$ cat config.mk
export PLATFORM = sky130hd
export DESIGN_NAME = fetch_unit_flat
export DESIGN_NICKNAME = d
export VERILOG_FILES = /design/src/rtl/riscv_pkg.sv /design/src/rtl/fetch_unit_if.sv /design/src/rtl/fetch_pc_gen.sv /design/src/rtl/fetch_unit.sv /design/src/flat_wrapper.sv
export SDC_FILE = /design/constraint.sdc
export NUM_CORES = 1
export LEC_CHECK = 0
export ABC_AREA = 1
export ABC_CLOCK_PERIOD_IN_PS = 5000
export BUFFER_PORTS_ARGS = -buffer_cell sky130_fd_sc_hd__buf_2
export CAP_MARGIN = 20
export CORE_MARGIN = 4
export CORE_UTILIZATION = 35
export CTS_CLUSTER_DIAMETER = 30
export DETAILED_ROUTE_END_ITERATION = 8
export GPL_TIMING_DRIVEN = 1
export MAX_ROUTING_LAYER = met4
export PLACE_DENSITY = 0.67
export SYNTH_ARGS = -nofsm -noshare
export SYNTH_HDL_FRONTEND = slang
export SYNTH_SLANG_ARGS = --single-unit
export TNS_END_PERCENT = 5
$ cat constraint.sdc
create_clock -name clk -period 5 [get_ports clk]
set_clock_uncertainty 0.1 [all_clocks]
set_input_delay 0.5 -clock clk [delete_from_list [all_inputs] [get_ports clk]]
set_output_delay 0.5 -clock clk [all_outputs]
set_load 0.005 [all_outputs]
$ cat src/rtl/riscv_pkg.sv
// Shared definitions for the RISC-V front end.
// Contents: XLEN, the NOP and ECALL encodings, the default reset PC and the
// fetch FSM state type.
package riscv_pkg;

    localparam int              XLEN             = 32;
    localparam logic [XLEN-1:0] INST_NOP         = 32'h0000_0013;
    localparam logic [XLEN-1:0] INST_ECALL       = 32'h0000_0073;
    localparam logic [XLEN-1:0] RESET_PC_DEFAULT = 32'h0000_0004;

    typedef enum logic {
        RUN  = 1'b0,
        HALT = 1'b1
    } fetch_state_t;

endpackage

$ cat src/rtl/fetch_unit_if.sv
// Bus bundle between the fetch stage, the instruction memory, the EX
// redirect path and the decoder.
//   imem_addr / imem_inst    : word address out, instruction back in the same cycle
//   redirect_valid / _pc     : taken branch/jump from EX
//   id_ready                 : decoder accepts the IF/ID contents this cycle
//   if_id_*                  : IF/ID pipeline register contents
// Handshake: IF/ID contents transfer to the decoder on a cycle where
// if_id_valid && id_ready. While if_id_valid && !id_ready the fetch stage
// holds if_id_* stable. id_ready may be asserted with if_id_valid low; it
// has no effect on the decoder side then.
interface fetch_unit_if;
    import riscv_pkg::*;

    logic [XLEN-1:0] imem_addr;
    logic [XLEN-1:0] imem_inst;
    logic            redirect_valid;
    logic [XLEN-1:0] redirect_pc;
    logic            id_ready;
    logic            if_id_valid;
    logic [XLEN-1:0] if_id_pc;
    logic [XLEN-1:0] if_id_pc_plus4;
    logic [XLEN-1:0] if_id_inst;

    // Fetch-stage side.
    modport master (
        output imem_addr,
        input  imem_inst,
        input  redirect_valid,
        input  redirect_pc,
        input  id_ready,
        output if_id_valid,
        output if_id_pc,
        output if_id_pc_plus4,
        output if_id_inst
    );

    // Environment side (memory, EX, decoder).
    modport slave (
        input  imem_addr,
        output imem_inst,
        output redirect_valid,
        output redirect_pc,
        output id_ready,
        input  if_id_valid,
        input  if_id_pc,
        input  if_id_pc_plus4,
        input  if_id_inst
    );

endinterface

$ cat src/rtl/fetch_pc_gen.sv
// Program counter register with its next-PC selection.
// Ports:
//   clk, rst_n  : clock, synchronous active-low reset (pc <= RESET_PC)
//   load        : load load_pc (redirect), highest priority after reset
//   load_pc     : redirect target
//   inc         : step to pc + 4 (wraps modulo 2^32)
//   pc          : current PC
//   pc_plus4    : pc + 4
module fetch_pc_gen
    import riscv_pkg::*;
#(
    parameter logic [XLEN-1:0] RESET_PC = RESET_PC_DEFAULT
) (
    input  logic            clk,
    input  logic            rst_n,
    input  logic            load,
    input  logic [XLEN-1:0] load_pc,
    input  logic            inc,
    output logic [XLEN-1:0] pc,
    output logic [XLEN-1:0] pc_plus4
);

    assign pc_plus4 = pc + 32'd4;

    always_ff @(posedge clk) begin
        if (!rst_n) begin
            pc <= RESET_PC;
        end else if (load) begin
            pc <= load_pc;
        end else if (inc) begin
            pc <= pc_plus4;
        end
    end

endmodule

$ cat src/rtl/fetch_unit.sv
// PC generation plus the IF/ID pipeline register.
// Presents the PC to a combinational instruction memory, captures the returned
// instruction with its PC into IF/ID, honours decoder back-pressure, takes
// redirects from EX and freezes on fetching ECALL until redirected.
// Ports:
//   clk, rst_n      : clock, synchronous active-low reset
//   bus (master)    : imem_addr/imem_inst, redirect_valid/redirect_pc,
//                     id_ready, if_id_valid/if_id_pc/if_id_pc_plus4/if_id_inst
//   halted          : stage is in HALT
//   fetch_misalign  : sticky misaligned-redirect flag (FETCH_ALIGN_CHECK_EN only)
//   dbg_state       : FSM state
// Build option FETCH_ALIGN_CHECK_EN: a redirect to a non-word-aligned target
// halts the stage and raises fetch_misalign. Without it the low two target
// bits are dropped.
module fetch_unit
    import riscv_pkg::*;
#(
    parameter logic [XLEN-1:0] RESET_PC  = RESET_PC_DEFAULT,
    parameter logic [XLEN-1:0] HALT_INST = INST_ECALL
) (
    input  logic          clk,
    input  logic          rst_n,
    fetch_unit_if.master  bus,
    output logic          halted,
`ifdef FETCH_ALIGN_CHECK_EN
    output logic          fetch_misalign,
`endif
    output fetch_state_t  dbg_state
);

    fetch_state_t    state, state_nxt;
    logic [XLEN-1:0] pc, pc_plus4, redirect_target;
    logic            advance, is_halt_inst, redirect_ok, redirect_bad;

    logic            if_valid;
    logic [XLEN-1:0] if_pc, if_pc4, if_inst;

    assign advance      = (state == RUN) && (!if_valid || bus.id_ready);
    assign is_halt_inst = (bus.imem_inst == HALT_INST);

`ifdef FETCH_ALIGN_CHECK_EN
    assign redirect_bad    = bus.redirect_valid && (bus.redirect_pc[1:0] != 2'b00);
    assign redirect_target = bus.redirect_pc;
`else
    assign redirect_bad    = 1'b0;
    assign redirect_target = bus.redirect_pc & ~32'h3;
`endif
    assign redirect_ok = bus.redirect_valid && !redirect_bad;

    // Any redirect (good or bad) blocks the increment; ECALL freezes the PC on itself.
    fetch_pc_gen #(.RESET_PC(RESET_PC)) u_pc_gen (
        .clk      (clk),
        .rst_n    (rst_n),
        .load     (redirect_ok),
        .load_pc  (redirect_target),
        .inc      (advance && !is_halt_inst && !bus.redirect_valid),
        .pc       (pc),
        .pc_plus4 (pc_plus4)
    );

    always_ff @(posedge clk) begin
        if (!rst_n) state <= RUN;
        else        state <= state_nxt;
    end

    always_comb begin
        state_nxt = state;
        if (bus.redirect_valid) begin
            state_nxt = redirect_bad ? HALT : RUN;
        end else if (advance && is_halt_inst) begin
            state_nxt = HALT;
        end
    end

    // IF/ID register. A redirect only clears valid; the data is left as is.
    always_ff @(posedge clk) begin
        if (!rst_n) begin
            if_valid <= 1'b0;
            if_pc    <= '0;
            if_pc4   <= '0;
            if_inst  <= INST_NOP;
        end else if (bus.redirect_valid) begin
            if_valid <= 1'b0;
        end else if (advance) begin
            if_valid <= 1'b1;
            if_pc    <= pc;
            if_pc4   <= pc_plus4;
            if_inst  <= bus.imem_inst;
        end else if ((state == HALT) && bus.id_ready) begin
            // Decoder has taken the ECALL; nothing follows it.
            if_valid <= 1'b0;
        end
    end

`ifdef FETCH_ALIGN_CHECK_EN
    always_ff @(posedge clk) begin
        if (!rst_n)            fetch_misalign <= 1'b0;
        else if (redirect_bad) fetch_misalign <= 1'b1;
    end
`endif

    assign bus.imem_addr      = pc;
    assign bus.if_id_valid    = if_valid;
    assign bus.if_id_pc       = if_pc;
    assign bus.if_id_pc_plus4 = if_pc4;
    assign bus.if_id_inst     = if_inst;
    assign halted             = (state == HALT);
    assign dbg_state          = state;

endmodule

$ cat src/flat_wrapper.sv
// flat-port wrapper written by rule: the top's interface ports become plain ports
module fetch_unit_flat import riscv_pkg::*;
#(
    parameter logic [XLEN-1:0] RESET_PC  = RESET_PC_DEFAULT,
    parameter logic [XLEN-1:0] HALT_INST = INST_ECALL
)
  (clk, rst_n, halted, dbg_state, bus_imem_addr, bus_imem_inst, bus_redirect_valid, bus_redirect_pc, bus_id_ready, bus_if_id_valid, bus_if_id_pc, bus_if_id_pc_plus4, bus_if_id_inst);
  fetch_unit_if bus_i ();
  input  logic clk;
  input  logic rst_n;
  output logic halted;
  output fetch_state_t dbg_state;
  output wire logic [$bits(bus_i.imem_addr)-1:0] bus_imem_addr;
  input wire logic [$bits(bus_i.imem_inst)-1:0] bus_imem_inst;
  input wire logic [$bits(bus_i.redirect_valid)-1:0] bus_redirect_valid;
  input wire logic [$bits(bus_i.redirect_pc)-1:0] bus_redirect_pc;
  input wire logic [$bits(bus_i.id_ready)-1:0] bus_id_ready;
  output wire logic [$bits(bus_i.if_id_valid)-1:0] bus_if_id_valid;
  output wire logic [$bits(bus_i.if_id_pc)-1:0] bus_if_id_pc;
  output wire logic [$bits(bus_i.if_id_pc_plus4)-1:0] bus_if_id_pc_plus4;
  output wire logic [$bits(bus_i.if_id_inst)-1:0] bus_if_id_inst;
  assign bus_imem_addr = bus_i.imem_addr;
  assign bus_i.imem_inst = bus_imem_inst;
  assign bus_i.redirect_valid = bus_redirect_valid;
  assign bus_i.redirect_pc = bus_redirect_pc;
  assign bus_i.id_ready = bus_id_ready;
  assign bus_if_id_valid = bus_i.if_id_valid;
  assign bus_if_id_pc = bus_i.if_id_pc;
  assign bus_if_id_pc_plus4 = bus_i.if_id_pc_plus4;
  assign bus_if_id_inst = bus_i.if_id_inst;
  fetch_unit #(.RESET_PC(RESET_PC), .HALT_INST(HALT_INST)) u_core (.clk(clk), .rst_n(rst_n), .bus(bus_i), .halted(halted), .dbg_state(dbg_state));
endmodule
==> impl.org <==
** Yosys
- In this run, synthesis inferred 0 flip-flops with an integrated enable.
- Number of warnings reported in the yosys synthesis log :: 0
- Library cells used by synthesis :: 31
- In the post-synthesis netlist, the cell with the most instances is sky130_fd_sc_hd__nand2_1.
- The synthesized design spends more area on one cell type than any other, namely sky130_fd_sc_hd__dfxtp_1.
- After synthesis the cells add up to 0.00583 sq mm.
- The share of synthesized area in the top cell type comes to 42.5%.
- Leading cell types by total area after synthesis :: sky130_fd_sc_hd__dfxtp_1 43%, sky130_fd_sc_hd__nand2_1 14%, sky130_fd_sc_hd__nor2_1 11%
- Post-synthesis cell count :: 870
- In this run the mean area of a mapped cell was 6.71 sq um.
- After synthesis, the share of flip-flops with an asynchronous set or reset is 0%.
- By count the netlist is led by 222 x sky130_fd_sc_hd__nand2_1, 172 x sky130_fd_sc_hd__nor2_1, 124 x sky130_fd_sc_hd__dfxtp_1.
- In this run, synthesis produced a sequential element count of 124.
- Sequential cells were found to cover 42.5% of the synthesized design area.
- In the synthesized netlist the dominant register cell turns out to be sky130_fd_sc_hd__dfxtp_1.

** Layout
- Post-route non-filler standard cell count :: 1,265
- Post-synthesis to final-layout area growth :: 28.5%
- Final core occ :: 46.5%
- Layout cell share with drive strength beyond 1 :: 23.5%
- Fill cell count :: 1,677
- Antenna cells :: 0
- Final Instance Area :: 0.00750 sq mm
- Final-stage net count :: 1,105

** Clocking
- Once the clock tree was built, the setup fixing pass inserted 0 buffers.
- Count of hold-fix buffers inserted at cts :: 0
- Counting along the longest clock path gives a buffer depth of 2.
- After clock tree synthesis, the clock-pin slew on the worst setup and hold paths is 0.05 ns.
- Clock sinks :: 124
- After clock tree synthesis, the repair step resized 0 gates.
- Latest clock arrival within the worst-skew pair :: 0.41 ns
- Clock tree from TritonCTS :: built
- Root buffer selected by CTS :: sky130_fd_sc_hd__clkbuf_16
- TritonCTS created 17 clock buffers.
- The H-tree was split into 4 levels.

** Timing
- Setup repair after global routing left no endpoint under its margin.
- Number of endpoints failing setup at the final stage :: 0
- Final Hold Viols :: 0
- Highest clock frequency the design can meet :: 0.378 GHz
- Post-layout minimum cycle time :: 2.65 ns
- Max Transition Viols Final :: 0
- Final sum of negative setup slack :: 0 ns
- At the pin with the least slew margin, the transition time is 1.03 ns.
- Final Cycle Share :: 52.9%
- Measured against its own limit, the worst slew margin works out to 31.5%.

** Critical path
- STA puts the critical path data required time at 5.23 ns.
- Type of the worst setup path :: reg2reg
- Endpoint kind of the worst setup timing path :: flip-flop
- Largest fanout on the critical path :: 52
- STA classifies the critical path startpoint as a flip-flop.
- For the worst setup path, the data arrival time is 2.88 ns.

** Global route
- Routing usage on met3 :: 6.07%
- For met1 alone, demand over resource in global routing was 26.8%.
- Maximum number of pins on one net before global-route repair :: 95
- Vias in the first global route :: 5,447
- Met2 capacity usage during global routing :: 32.1%
- Global-route wire length before repair :: 29,500 um
- After global routing, the most crowded layer is met2.
- Congestion Overflow GR :: 0
- GRT Total Usage :: 20.9%
- Antenna violations before repair :: 0

** Detailed routing
- Post-Route WL :: 19,000 um
- The first detailed-routing pass ran for 5 iterations.
- Initial DRC count :: 371
- Dividing the detail-routed via count by the number of cells gives 4.76.
- Via count :: 6,024
- After detailed routing, the number of remaining DRC violations is 0.
- The count of nets left with antenna violations once routing finished came out at 0.
- Dividing the detail-routed wire length by the instance count gives 15.0 um.

** Floorplan
- Once the floorplan was initialized, standard cells occupied 36.2% of the core.
- 199 I/O pins were placed.
- The core region is 0.0161 sq mm.
- Height of the chip :: 137 um
- Die W :: 137 um
- Die outline area :: 0.0188 sq mm
- Number of placement rows :: 46

** Place
- Buffers placed on the I/O ports in this run total 190.
- Summing all placed instances gives a cell area of 0.00684 sq mm.
- Final HPWL from detailed placement :: 13,700 um
- Final RePlAce weighted congestion :: 0.913
- Number of placed cells counting well taps :: 1,233

** Pwr
- Static leakage :: 0.00378 uW
- Across the VDD grid, the largest voltage drop is 0.222 mV.
- Power density over the cells :: 374 mW/mm^2

** Worst hold path
- Hold WC Path Type :: in2reg

** Run
- Max-cap violations in this run came to 0.

** Outcome
- The run finished with clean final reports.
[cell usage in the layout, fill, tap and decap left out, types with 5 or more instances in the layout]
cell	synthesis	final
sky130_fd_sc_hd__o21ai_0	81	81
sky130_fd_sc_hd__xor2_1	5	5
sky130_fd_sc_hd__nand3b_1	7	7
sky130_fd_sc_hd__nor2_1	172	172
sky130_fd_sc_hd__inv_1	75	75
sky130_fd_sc_hd__nor2_4	8	8
sky130_fd_sc_hd__clkbuf_16	0	17
sky130_fd_sc_hd__nand3_1	29	29
sky130_fd_sc_hd__nor2_2	7	7
sky130_fd_sc_hd__o211ai_1	21	21
sky130_fd_sc_hd__conb_1	1	6
sky130_fd_sc_hd__a21oi_1	41	41
sky130_fd_sc_hd__buf_2	14	190
sky130_fd_sc_hd__bufinv_16	0	5
sky130_fd_sc_hd__dfxtp_1	124	124
sky130_fd_sc_hd__nand2_1	222	222
[worst max-delay path, stage by stage, from the launching register on]
cell and delay (ns):
sky130_fd_sc_hd__dfxtp_1 0.30, sky130_fd_sc_hd__nand2_1 0.10, sky130_fd_sc_hd__inv_1 0.06, sky130_fd_sc_hd__nor2_2 0.13, sky130_fd_sc_hd__inv_2 0.07, sky130_fd_sc_hd__nor2_4 0.64
sky130_fd_sc_hd__inv_2 0.62, sky130_fd_sc_hd__nor2_1 0.29, sky130_fd_sc_hd__a21boi_0 0.12, sky130_fd_sc_hd__a21oi_1 0.14
[stage by stage]
stage / hold slack (ns) / total power [uW] / setup slack [ns]
after floorplan: 0.353 / 1300 / 3.34
after global placement: 0.338 / 1450 / 1.96
after detailed placement: 0.341 / 1450 / 1.97
after CTS: 0.194 / 2840 / 2.32
after global routing: 0.210 / 2930 / 2.05
final: 0.219 / 2810 / 2.35
[where the power goes]
part / total (uW) / internal (uW) / leakage [uW] / switching [uW]
Combinational: 318 / 126 / 0.00244 / 192
Sequential: 1110 / 1060 / 0.00103 / 54.4
Clock: 1380 / 922 / 0.000319 / 454
[metal layers]
layer | vias up | part of all wire, % | wire (um)
met3 | 26 | 8.1 | 1550
met4 | 0 | 1.6 | 305
li1 | 3068 | - | -
met2 | 221 | 46 | 8700
met5 | - | 0 | 0
met1 | 2709 | 45 | 8480
[worst paths after layout]
kind / end / start / slack, ns / depth (start not counted)
setup / recovery: u_core.u_pc_gen.pc[4]$_SDFFE_PN0P_ / u_core.bus.if_id_valid$_SDFFE_PP0P_ / 2.35 / 9
hold / removal: u_core.bus.if_id_inst[0]$_SDFFE_PN1P_ / bus_imem_inst[0] / 0.22 / 3
setup reg to reg: u_core.u_pc_gen.pc[4]$_SDFFE_PN0P_ / u_core.bus.if_id_valid$_SDFFE_PP0P_ / 2.35 / 9
hold reg to reg: u_core.bus.if_id_inst[0]$_SDFFE_PN1P_ / u_core.bus.if_id_inst[0]$_SDFFE_PN1P_ / 0.36 / 2
[sequential cells by signal, indices dropped and copies added, names as in the netlist]
register,cells
u_core.bus.if_id_pc,30
u_core.bus.if_id_inst,32
u_core.dbg_state,1
u_core.u_pc_gen.pc,30
u_core.bus.if_id_valid,1
u_core.bus.if_id_pc_plus4,30
[logic make-up (layout without fill, tap and decap cells)]
logic type                 count (synthesis)  in the layout  synth area share (%)
and+or+nand+nor                          456            456                  32.4
AOI/OAI and AO/OA                        153            153                  14.4
buffers and inverters                    128            302                  9.31
DFF                                      124            124                  42.5
xor gates and xnor gates                   7              7                  1.05
adders and majority gates                  1              1                 0.214
other                                      1              6                0.0643
[layout make-up]
class / instances / area [sq um] / share of cell area, %
Clock inverter: 11 / 189 / 2.52
Tap cell: 216 / 270 / 3.60
Timing Repair Buffer: 192 / 966 / 12.9
Inverter: 78 / 293 / 3.90
Clock buffer: 21 / 470 / 6.27
Sequential cell: 124 / 2480 / 33.1
Multi-Input combinational cell: 623 / 2830 / 37.7
Power figures use the tool's default switching activity.
